===== src/rtl/tangram_pkg.sv =====
// rtl/tangram_pkg.sv - shared move/button indices and repeat-state type for the tangram command path
package tangram_pkg;

  localparam int NUM_DIRS = 4;
  localparam int NUM_BTNS = 5;

  // Move bit positions; the segment-display stage decodes o_Move with these.
  localparam int MOVE_UP    = 0;
  localparam int MOVE_DOWN  = 1;
  localparam int MOVE_LEFT  = 2;
  localparam int MOVE_RIGHT = 3;
  localparam logic [NUM_DIRS-1:0] MOVE_NONE = 4'b0000;

  localparam int BTN_UP     = 0;
  localparam int BTN_DOWN   = 1;
  localparam int BTN_LEFT   = 2;
  localparam int BTN_RIGHT  = 3;
  localparam int BTN_CENTER = 4;

  typedef enum logic [1:0] {
    RPT_IDLE   = 2'd0,
    RPT_DELAY  = 2'd1,
    RPT_PERIOD = 2'd2
  } rpt_state_e;

  // Lowest index wins, which gives up > down > left > right.
  function automatic logic [NUM_DIRS-1:0] prio_pick(input logic [NUM_DIRS-1:0] req);
    logic [NUM_DIRS-1:0] grant;
    grant = MOVE_NONE;
    for (int i = NUM_DIRS - 1; i >= 0; i--) begin
      if (req[i]) begin
        grant    = MOVE_NONE;
        grant[i] = 1'b1;
      end
    end
    return grant;
  endfunction

endpackage


===== src/rtl/button_debouncer.sv =====
// rtl/button_debouncer.sv - 2-flop synchroniser, debounce counter and registered press strobe
module button_debouncer #(
  parameter int DEBOUNCE_CYCLES = 1000000
) (
  input  logic clk_i,
  input  logic rst_i,
  input  logic btn_i,
  output logic level_o,
  output logic press_o
);

  localparam int CW = $clog2(DEBOUNCE_CYCLES);
  localparam logic [CW-1:0] CNT_LAST = CW'(DEBOUNCE_CYCLES - 1);

  logic          sync1_q, sync2_q;
  logic          stable_q, stable_d;
  logic [CW-1:0] cnt_q, cnt_d;
  logic          level_q, press_q;

  always_comb begin
    stable_d = stable_q;
    cnt_d    = cnt_q;
    if (sync2_q == stable_q) begin
      cnt_d = '0;
    end else if (cnt_q >= CNT_LAST) begin
      stable_d = ~stable_q;
      cnt_d    = '0;
    end else begin
      cnt_d = cnt_q + CW'(1);
    end
  end

  // level_q trails stable_q by one cycle, so their difference is the rising edge.
  always_ff @(posedge clk_i or posedge rst_i) begin
    if (rst_i) begin
      sync1_q  <= 1'b0;
      sync2_q  <= 1'b0;
      stable_q <= 1'b0;
      cnt_q    <= '0;
      level_q  <= 1'b0;
      press_q  <= 1'b0;
    end else begin
      sync1_q  <= btn_i;
      sync2_q  <= sync1_q;
      stable_q <= stable_d;
      cnt_q    <= cnt_d;
      level_q  <= stable_q;
      press_q  <= stable_q & ~level_q;
    end
  end

  assign level_o = level_q;
  assign press_o = press_q;

endmodule


===== src/rtl/button_cmd_decoder.sv =====
// rtl/button_cmd_decoder.sv - debounced buttons to one-hot move / rotate strobes with auto-repeat
module button_cmd_decoder
  import tangram_pkg::*;
#(
  parameter int DEBOUNCE_CYCLES = 1000000,
  parameter int REPEAT_DELAY    = 50000000,
  parameter int REPEAT_PERIOD   = 10000000
) (
  input  logic       i_Clk,
  input  logic       i_Rst,
  input  logic       i_Btn_Up,
  input  logic       i_Btn_Down,
  input  logic       i_Btn_Left,
  input  logic       i_Btn_Right,
  input  logic       i_Btn_Center,
  output logic [3:0] o_Move,
  output logic       o_Rotate,
  output logic [4:0] o_Btn_Level
);

  localparam int RPT_MAX = (REPEAT_DELAY > REPEAT_PERIOD) ? REPEAT_DELAY : REPEAT_PERIOD;
  localparam int RPT_W   = $clog2(RPT_MAX + 1);
  localparam logic [RPT_W-1:0] DELAY_LAST  = RPT_W'(REPEAT_DELAY);
  localparam logic [RPT_W-1:0] PERIOD_LAST = RPT_W'(REPEAT_PERIOD);
  localparam logic [RPT_W-1:0] RPT_ONE     = RPT_W'(1);

  logic [NUM_BTNS-1:0] btn_raw, btn_level, btn_press;
  logic [NUM_DIRS-1:0] dir_evt;
  logic [NUM_DIRS-1:0] move_q, move_d;
  logic                rotate_q, rotate_d;

  always_comb begin
    btn_raw             = '0;
    btn_raw[BTN_UP]     = i_Btn_Up;
    btn_raw[BTN_DOWN]   = i_Btn_Down;
    btn_raw[BTN_LEFT]   = i_Btn_Left;
    btn_raw[BTN_RIGHT]  = i_Btn_Right;
    btn_raw[BTN_CENTER] = i_Btn_Center;
  end

  for (genvar b = 0; b < NUM_BTNS; b++) begin : g_btn
    button_debouncer #(
      .DEBOUNCE_CYCLES(DEBOUNCE_CYCLES)
    ) u_deb (
      .clk_i  (i_Clk),
      .rst_i  (i_Rst),
      .btn_i  (btn_raw[b]),
      .level_o(btn_level[b]),
      .press_o(btn_press[b])
    );
  end

  // Direction button index d is also its move bit, so each timer feeds dir_evt[d] directly.
  for (genvar d = 0; d < NUM_DIRS; d++) begin : g_rpt
    rpt_state_e       state_q, state_d;
    logic [RPT_W-1:0] cnt_q, cnt_d;
    logic             fire;
    logic [RPT_W-1:0] cnt_inc;

    assign cnt_inc = (cnt_q == {RPT_W{1'b1}}) ? cnt_q : cnt_q + RPT_ONE;

    always_comb begin
      state_d = state_q;
      cnt_d   = cnt_q;
      fire    = 1'b0;
      case (state_q)
        RPT_IDLE: begin
          if (btn_press[d]) begin
            fire = 1'b1;
            if (REPEAT_DELAY != 0) begin
              state_d = RPT_DELAY;
              cnt_d   = RPT_ONE;
            end
          end
        end
        RPT_DELAY: begin
          if (!btn_level[d]) begin
            state_d = RPT_IDLE;
            cnt_d   = '0;
          end else if (cnt_q == DELAY_LAST) begin
            fire    = 1'b1;
            state_d = RPT_PERIOD;
            cnt_d   = RPT_ONE;
          end else begin
            cnt_d = cnt_inc;
          end
        end
        RPT_PERIOD: begin
          if (!btn_level[d]) begin
            state_d = RPT_IDLE;
            cnt_d   = '0;
          end else if (cnt_q == PERIOD_LAST) begin
            fire  = 1'b1;
            cnt_d = RPT_ONE;
          end else begin
            cnt_d = cnt_inc;
          end
        end
        default: begin
          state_d = RPT_IDLE;
          cnt_d   = '0;
        end
      endcase
    end

    always_ff @(posedge i_Clk or posedge i_Rst) begin
      if (i_Rst) begin
        state_q <= RPT_IDLE;
        cnt_q   <= '0;
      end else begin
        state_q <= state_d;
        cnt_q   <= cnt_d;
      end
    end

    assign dir_evt[d] = fire;
  end

  always_comb begin
    move_d   = prio_pick(dir_evt);
    rotate_d = btn_press[BTN_CENTER];
  end

  always_ff @(posedge i_Clk or posedge i_Rst) begin
    if (i_Rst) begin
      move_q   <= MOVE_NONE;
      rotate_q <= 1'b0;
    end else begin
      move_q   <= move_d;
      rotate_q <= rotate_d;
    end
  end

  assign o_Move      = move_q;
  assign o_Rotate    = rotate_q;
  assign o_Btn_Level = btn_level;

endmodule


===== config.mk =====
export PLATFORM = sky130hd
export DESIGN_NAME = button_cmd_decoder
export DESIGN_NICKNAME = d
export VERILOG_FILES = /design/src/rtl/tangram_pkg.sv /design/src/rtl/button_debouncer.sv /design/src/rtl/button_cmd_decoder.sv
export SDC_FILE = /design/constraint.sdc
export NUM_CORES = 1
export LEC_CHECK = 0
export CAP_MARGIN = 40
export CORE_MARGIN = 3
export CORE_UTILIZATION = 65
export CTS_CLUSTER_SIZE = 12
export DETAILED_ROUTE_END_ITERATION = 12
export PLACE_DENSITY_LB_ADDON = 0.12
export SLEW_MARGIN = 10
export SYNTH_ARGS = -nofsm -noshare
export SYNTH_HDL_FRONTEND = slang
export SYNTH_SLANG_ARGS = --single-unit

===== constraint.sdc =====
create_clock -name i_Clk -period 22.8 [get_ports i_Clk]
set_input_delay 2.28 -clock i_Clk [delete_from_list [all_inputs] [get_ports i_Clk]]
set_output_delay 2.28 -clock i_Clk [all_outputs]
set_load 0.03 [all_outputs]

==> results of run 1 <==
==> worst reg2reg max path: cells and delay by family (launching register included) <==
kind | cells | cell delay [ns]
AND/OR/NAND/NOR | 2 | 0.89
adder cells (fa/ha/maj) | 1 | 0.29
buffers and inverters | 2 | 0.49
flip-flops | 1 | 0.41
AO/OA/AOI/OAI | 3 | 0.94
==> how the worst min path moves through the flow <==
stage / from / to / slack, ns / cells past startpoint
2_1_floorplan: g_btn[0].u_deb.sync1_q$_DFF_PP0_ / g_btn[0].u_deb.sync2_q$_DFF_PP0_ / 0.33 / 0
3_3_place_gp: g_btn[4].u_deb.sync1_q$_DFF_PP0_ / g_btn[4].u_deb.sync2_q$_DFF_PP0_ / 0.33 / 0
4_1_cts: g_btn[4].u_deb.sync1_q$_DFF_PP0_ / g_btn[4].u_deb.sync2_q$_DFF_PP0_ / 0.35 / 0
6_report: g_btn[4].u_deb.sync1_q$_DFF_PP0_ / g_btn[4].u_deb.sync2_q$_DFF_PP0_ / 0.35 / 0
5_1_grt: g_btn[2].u_deb.sync1_q$_DFF_PP0_ / g_btn[2].u_deb.sync2_q$_DFF_PP0_ / 0.36 / 0
3_5_place_dp: g_btn[2].u_deb.sync1_q$_DFF_PP0_ / g_btn[2].u_deb.sync2_q$_DFF_PP0_ / 0.34 / 0
==> layout make-up <==
type                    instances  area, sq um
well taps                     265          332
flip-flops and latches        242         6060
clock buffers                  41          808
inverters                      62          240
fillers                      1432         5200
repair buffers                 32          297
clock inverters                 8          130
multi-input cells            1092         6780
==> cells in the mapped netlist, types with 4 or more instances <==
| cell type | instances |
|---|---|
| inv_1 | 61 |
| or3_1 | 19 |
| nor3b_1 | 5 |
| mux2i_1 | 5 |
| and2_1 | 14 |
| or4_1 | 5 |
| nor4bb_1 | 4 |
| a2111oi_0 | 5 |
| nor3_1 | 20 |
| o21ai_1 | 26 |
| nor2_1 | 162 |
| nor4_1 | 15 |
| o31ai_1 | 5 |
| clkbuf_1 | 28 |
| a21o_1 | 13 |
| and3_1 | 45 |
| nand2_1 | 117 |
| dfrtp_1 | 242 |
| o21ai_0 | 40 |
| xor2_1 | 63 |
| ha_1 | 29 |
| a22o_1 | 9 |
| buf_2 | 16 |
| nand4_2 | 4 |
| a41oi_1 | 12 |
| nor4b_2 | 4 |
| o211ai_1 | 7 |
| a21oi_1 | 81 |
| nand3_1 | 94 |
| a31oi_1 | 66 |
| buf_6 | 6 |
| nand4_1 | 49 |
| nor4b_1 | 6 |
| nor2b_1 | 18 |
| buf_4 | 7 |
| mux2_2 | 5 |
| nor4_2 | 5 |
| xnor2_1 | 36 |
| nand2b_1 | 16 |
| and4_1 | 29 |
==> cells by family after synthesis <==
group | share of synthesized area
muxes | 0.00795
AOI/OAI and AO/OA | 0.146
adders and majority gates | 0.0271
and+or+nand+nor | 0.261
DFF | 0.452
xor gates and xnor gates | 0.0648
buffers and inverters | 0.0413
==> per-stage QoR <==
stage	hold slack, ns	std cells	power [mW]	instance area [sq um]
finish	0.349	1742	0.905	14600
global route	0.362	1742	0.936	14600
CTS	0.352	1742	0.914	14600
detailed placement	0.337	1693	0.461	13700
global placement	0.332	1688	0.460	13700
floorplan	0.331	1454	0.455	13400
==> layer usage <==
metal,part of all wire,track usage,vias up,wire length (microns)
li1,-,-,5269,-
met1,0.46,0.381,5313,13000
met2,0.46,0.412,346,13100
met3,0.056,0.0306,56,1590
met4,0.024,0.0719,0,684
met5,0,0,-,0
==> power groups by stage <==
stage | logic (mW) | clock network, mW | registers, mW
global route | 0.0205 | 0.479 | 0.436
global placement | 0.0175 | 0 | 0.443
finish | 0.0176 | 0.452 | 0.435
CTS | 0.0185 | 0.460 | 0.435
detailed placement | 0.0183 | 0 | 0.443
floorplan | 0.0123 | 0 | 0.443
==> registers in the layout, summed over array words and instances, names as in the netlist <==
name,flops
g_btn.u_deb.sync1_q,5
g_btn.u_deb.cnt_q,100
o_Rotate,1
o_Move,4
g_btn.u_deb.sync2_q,5
g_rpt.cnt_q,104
g_rpt.state_q,8
g_btn.u_deb.stable_q,5
g_btn.u_deb.level_o,5
g_btn.u_deb.press_o,5
==> flow_summary.rst, run 1 <==
.. list-table::
   :header-rows: 1

   * - Metric
     - Value
   * - Number of flops mapped to enable cells by yosys
     - 0
   * - Commonest cells after routing, fill and taps aside
     - 242 x dfrtp_1, 162 x nor2_1, 117 x nand2_1
   * - Share of total power in combinational logic
     - 0.019
   * - Fraction of power consumed by sequential logic
     - 0.481
   * - Placer's final routability congestion estimate
     - 0.881
   * - Net count reported at finish
     - 1493
   * - Synth cell types
     - 87
   * - Width of the chip
     - 149 microns
   * - Count of cell instances traversed by the critical path
     - 5
   * - Fraction of power spent switching nets
     - 0.210
   * - Post-Synthesis Cell Area
     - 13400 sq um
   * - Yosys synthesis warning count
     - 0
   * - Min-Delay Path Class
     - reg2reg
   * - Yosys top cell by area
     - dfrtp_1
   * - Power Density
     - 61.8 nW/um^2
   * - Num CTS Buffers
     - 27
   * - Routed length per instance
     - 16.3 microns
   * - Synthesis-to-layout area growth
     - 9.42%
   * - Post-detail-place hpwl
     - 18.6 mm
   * - Pre-antenna DRT Iters
     - 6
   * - Via count
     - 11000
   * - Clock transition at the register clock pins on the worst setup and hold paths after CTS
     - 0.06 ns
   * - Arrival time at the worst endpoint
     - 4.83 ns
   * - Vias in the first global route
     - 10500
   * - CTS Root Buffer Type
     - clkbuf_16
   * - Share of flip-flops with an asynchronous set or reset
     - 1.00
   * - Worst R2R End
     - g_rpt[0].cnt_q[16]$_DFFE_PP0P_
   * - Number of top-level pins
     - 17
   * - Maximum count of clock buffers along a single path
     - 3
   * - Post-CTS Repair Setup Buffers
     - 0
   * - Final ANT Viol Nets
     - 0
   * - Switching power of the nets
     - 190 uW
   * - Cell with the largest stage delay on the worst path
     - buf_4
   * - Core utilization of the finished layout
     - 0.738
   * - Setup Slack @ Placement
     - 17.85 ns
   * - Cell-by-cell trace of the critical path
     - clkdlybuf4s50_1 -> inv_8 -> buf_4 -> buf_12 -> buf_4
   * - WL final
     - 28.4 mm
   * - Fin Clk Skew
     - 0.0104 ns
   * - Most common cell after layout, fill and taps aside
     - dfrtp_1
   * - Average cell area after synthesis
     - 9.21 sq um
   * - Global-route usage over all layers
     - 0.259
   * - Final antenna diode count
     - 0
   * - Top-area cell type share of the netlist area
     - 0.452
   * - Depth of the worst register-to-register path
     - 8
   * - Final Hold Fails
     - 0
   * - Most used cell, CP
     - buf_4
   * - Cells after synthesis
     - 1454
   * - Minimum period implied by the final worst setup slack
     - 4.24 ns
   * - R2R setup slack
     - 19.70 ns
   * - Count of maximum capacitance violations
     - 0
   * - Average vias per placed instance
     - 6.31
   * - Wire length of the first global-routing pass
     - 49.4 mm
   * - Insertion delay to the later sink of the worst-skew pair
     - 0.54 ns
   * - Endpoints failing setup
     - 0
   * - Achievable Freq
     - 236 MHz
   * - Largest stage delay, worst path
     - 0.62 ns
   * - Clock tree from TritonCTS
     - yes
   * - Die span in y
     - 149 microns
   * - Dominant delay contributor by cell family on the critical path
     - buffers and inverters
   * - Largest net degree at the start of global routing
     - 115
   * - Number of rows created at floorplan
     - 51
   * - Ratio of cells with drive above 1 in the final layout
     - 0.0677
   * - Total count of max-transition violations in the final report
     - 0
   * - Setup ws final
     - 18.56 ns
   * - Part of the cycle the worst path needs
     - 0.186
   * - Number of nets produced by synthesis
     - 1490
   * - Bufs and invs on worst path
     - 5
   * - Worst voltage drop across the vdd grid
     - 0.0637 mV
   * - Starting utilization of the core area
     - 0.674
   * - Leakage power figure
     - 6.16 nW
   * - First-iteration detailed-routing DRC count
     - 931
   * - Number of sinks on the clock net
     - 242
   * - Post-detailed-route DRC marker count
     - 0
   * - Setup TNS Final
     - 0 ns
   * - Setup repair after global routing missed its margin
     - false
   * - Result of the run
     - complete, no violations
   * - Die area
     - 22300 sq um
   * - Worst setup path endpoint
     - g_rpt[2].cnt_q[4]$_DFFE_PP0P_
   * - H-tree depth
     - 1
   * - GR Overflow Total
     - 0
   * - Worst Setup Start Kind
     - input port
   * - Part of the Yosys area used for sequential elements
     - 0.452
   * - Cells resized by post-CTS repair
     - 0
   * - Int Power
     - 715 uW
   * - Flops & latches, synth
     - 242
   * - Clock share of power
     - 0.500
   * - Worst R2R Start
     - g_rpt[0].state_q[0]$_DFFE_PP0P_
   * - Primary FF master, synth
     - dfrtp_1
   * - Crit path max fanout
     - 114
   * - Core ar.
     - 19800 sq um
   * - Number of port buffers
     - 16
   * - Endpoint kind of the worst setup timing path
     - async pin
   * - Quantity of hold-fixing buffers added after cts
     - 0
   * - Slew Limit Headroom
     - 0.362
   * - Slew @ Worst Pin
     - 0.957 ns
   * - Required @ worst endpoint
     - 23.39 ns
   * - Classification of the worst setup path
     - in2async
   * - Antenna violations before repair
     - 0
   * - Cells taking the most area after synthesis
     - dfrtp_1 45%, nor2_1 4.5%, xor2_1 4.1%
   * - Startpoint of the most critical setup path
     - i_Rst
Power figures use the tool's default switching activity.
==> run 2: changes to the inputs <==
- CORE_UTILIZATION: 65 -> 64
- clock period: 22.8 -> 4.4 ns (I/O delays scaled with it)
==> flow_summary.rst, run 2 (synthesis gave the netlist of run 1 again) <==
.. list-table::
   :header-rows: 1

   * - Metric
     - Value
   * - Largest register FFs
     - 104 (unchanged)
   * - Int Power
     - 3.59 mW (+400%)
   * - Cells resized by post-CTS repair
     - 0 (unchanged)
   * - Average vias per placed instance
     - 6.21 (-1.5%)
   * - Slew @ Worst Pin
     - 0.911 ns (-0.0460 ns)
   * - Dominant delay contributor by cell family on the critical path
     - compound AO/OA/AOI/OAI gates
   * - Clock transition at the register clock pins on the worst setup and hold paths after CTS
     - 0.06 ns (about the same)
   * - Quantity of hold-fixing buffers added after cts
     - 0 (unchanged)
   * - Number of sinks on the clock net
     - 242 (unchanged)
   * - Number of rows created at floorplan
     - 52 (+2.0%)
   * - Most flops, register
     - g_rpt.cnt_q
   * - Share of total power in combinational logic
     - 0.020 (about the same)
   * - Largest stage delay, worst path
     - 0.68 ns (+0.06 ns)
   * - Vias in the first global route
     - 10300 (-2.3%)
   * - Fin Clk Skew
     - 0.00808 ns (-0.00232 ns)
   * - Leakage power figure
     - 6.11 nW (-0.79%)
   * - Starting utilization of the core area
     - 0.657 (-0.0172)
   * - Routed length per instance
     - 16.0 microns (-2.0%)
   * - Total count of max-transition violations in the final report
     - 0 (unchanged)
   * - Post-CTS Repair Setup Buffers
     - 0 (unchanged)
   * - Pre-antenna DRT Iters
     - 5 (-1)
   * - Clock share of power
     - 0.486 (-0.014)
   * - CTS Root Buffer Type
     - clkbuf_16
   * - Count of maximum capacitance violations
     - 0 (unchanged)
   * - Worst voltage drop across the vdd grid
     - 0.324 mV (+410%)
   * - WL final
     - 27.8 mm (-1.9%)
   * - Arrival time at the worst endpoint
     - 3.44 ns (-1.39 ns)
   * - Cell with the largest stage delay on the worst path
     - nand2b_1
   * - Result of the run
     - complete, no violations
   * - Final cell count without fillers
     - 1743 (+0.057%)
   * - Antenna violations before repair
     - 0 (unchanged)
   * - Setup TNS Final
     - 0 ns (unchanged)
   * - Worst Setup Start Kind
     - flip-flop
   * - Width of the chip
     - 151 microns (+0.75%)
   * - Clock tree from TritonCTS
     - yes
   * - First-iteration detailed-routing DRC count
     - 722 (-22%)
   * - Fraction of power consumed by sequential logic
     - 0.494 (+0.013)
   * - Most common cell after layout, fill and taps aside
     - dfrtp_1
   * - Bufs and invs on worst path
     - 2 (-3)
   * - Die area
     - 22700 sq um (+1.5%)
   * - Global-route usage over all layers
     - 0.250 (-0.00932)
   * - Final antenna diode count
     - 0 (unchanged)
   * - Wire length of the first global-routing pass
     - 48.3 mm (-2.3%)
   * - Setup repair after global routing missed its margin
     - false
   * - Classification of the worst setup path
     - reg2reg
   * - Core ar.
     - 20400 sq um (+2.6%)
   * - Power Density
     - 313 nW/um^2 (+410%)
   * - Post-detail-place hpwl
     - 18.3 mm (-1.4%)
   * - Largest net degree at the start of global routing
     - 126 (+9.6%)
   * - Via count
     - 10800 (-1.4%)
   * - Insertion delay to the later sink of the worst-skew pair
     - 0.53 ns (about the same)
   * - Slew Limit Headroom
     - 0.393 (+0.0307)
   * - Switching power of the nets
     - 977 uW (+410%)
   * - Core utilization of the finished layout
     - 0.715 (-0.0226)
   * - Post-detailed-route DRC marker count
     - 0 (unchanged)
   * - Achievable Freq
     - 333 MHz
   * - Die span in y
     - 151 microns (+0.75%)
   * - Required @ worst endpoint
     - 4.84 ns (-18.55 ns)
   * - Fraction of power spent switching nets
     - 0.214 (+0.00420)
   * - Net count reported at finish
     - 1491 (-0.13%)
   * - Placed cell count
     - 1696 (+0.18%)
   * - Crit path max fanout
     - 24 (-79%)
   * - Minimum period implied by the final worst setup slack
     - 3.00 ns
   * - Largest registers in the final layout
     - g_rpt.cnt_q: 104 flops, g_btn.u_deb.cnt_q: 100 flops, g_rpt.state_q: 8 flops
   * - H-tree depth
     - 1 (unchanged)
   * - Number of port buffers
     - 16 (unchanged)
   * - Final Hold Fails
     - 0 (unchanged)
   * - Endpoint kind of the worst setup timing path
     - flip-flop
   * - Placer's final routability congestion estimate
     - 0.865 (-1.9%)
   * - Ratio of cells with drive above 1 in the final layout
     - 0.0659 (-0.00185)
   * - Cell-by-cell trace of the critical path
     - inv_1 -> ha_1 -> nand2b_1 -> nand3_1 -> o21ai_2 -> buf_4 -> o21ai_0 -> a31oi_1
   * - Num CTS Buffers
     - 27 (unchanged)
   * - Synthesis-to-layout area growth
     - 8.84%
   * - Min-Delay Path Class
     - in2async
   * - Commonest cells after routing, fill and taps aside
     - 242 x dfrtp_1, 162 x nor2_1, 117 x nand2_1
   * - Endpoints failing setup
     - 0 (unchanged)
   * - GR Overflow Total
     - 0 (unchanged)
   * - Number of top-level pins
     - 17 (unchanged)
   * - Final ANT Viol Nets
     - 0 (unchanged)
   * - Part of the cycle the worst path needs
     - 0.682
   * - Maximum count of clock buffers along a single path
     - 3 (unchanged)
run 2: cell types whose count changed in the layout (fill, tap and decap cells not counted), moves of 2 or more:
cell	change
buf_4	-2
clkbuf_8	-3
clkinv_2	+2
clkinvlp_4	+2
run 2: final timing paths:
kind | from | to | slack (ns) | cells past startpoint
worst min register to register | g_btn[4].u_deb.press_o$_DFF_PP0_ | o_Rotate$_DFF_PP0_ | 0.35 | 0
worst max-delay path | g_rpt[0].state_q[0]$_DFFE_PP0P_ | g_rpt[0].cnt_q[23]$_DFFE_PP0P_ | 1.40 | 8
worst min-delay path | i_Rst | g_btn[4].u_deb.sync2_q$_DFF_PP0_ | 0.19 | 2
worst max register to register | g_rpt[0].state_q[0]$_DFFE_PP0P_ | g_rpt[0].cnt_q[23]$_DFFE_PP0P_ | 1.40 | 8
min in group i_Clk | i_Btn_Down | g_btn[1].u_deb.sync1_q$_DFF_PP0_ | 0.34 | 1
max in group asynchronous | i_Rst | g_btn[3].u_deb.level_o$_DFF_PP0_ | 3.15 | 3
run 2: worst reg2reg max path, stage by stage, from the launching register on:
cell and delay [ns]:
dfrtp_1 0.39, inv_1 0.09, ha_1 0.28, nand2b_1 0.68
nand3_1 0.19, o21ai_2 0.60, buf_4 0.37, o21ai_0 0.13
a31oi_1 0.17
run 2: area by class of cell:
class                   instances  area, sq um
well taps                     270          338
inverters                      62          236
clock inverters                10          106
clock buffers                  37          763
fillers                      1606         5800
multi-input cells            1092         6780
flip-flops and latches        242         6060
repair buffers                 30          285
run 2: layer usage:
layer | routed length (microns) | share of wire | track usage
met1 | 13100 | 0.47 | 0.364
met2 | 13000 | 0.47 | 0.404
met3 | 1240 | 0.044 | 0.0340
met4 | 518 | 0.019 | 0.0530
met5 | 0 | 0 | 0
run 2: power by group through the flow:
stage / clock (mW) / combinational [mW] / sequential [mW]
3_5_place_dp: 0 / 0.0950 / 2.30
2_1_floorplan: 0 / 0.0642 / 2.29
6_report: 2.22 / 0.0909 / 2.26
4_1_cts: 2.26 / 0.0953 / 2.26
3_3_place_gp: 0 / 0.0936 / 2.30
5_1_grt: 2.35 / 0.107 / 2.26
run 2: through the flow:
stage                     hold WS [ns]  power, mW  instance area, sq um  setup WS [ns]
after floorplan                  0.331       2.36                 13400          0.784
after global placement           0.334       2.39                 13700           1.60
after detailed placement         0.337       2.39                 13700           1.42
after CTS                        0.177       4.61                 14600           1.42
after global routing             0.196       4.72                 14600           1.14
final                            0.189       4.56                 14600           1.40
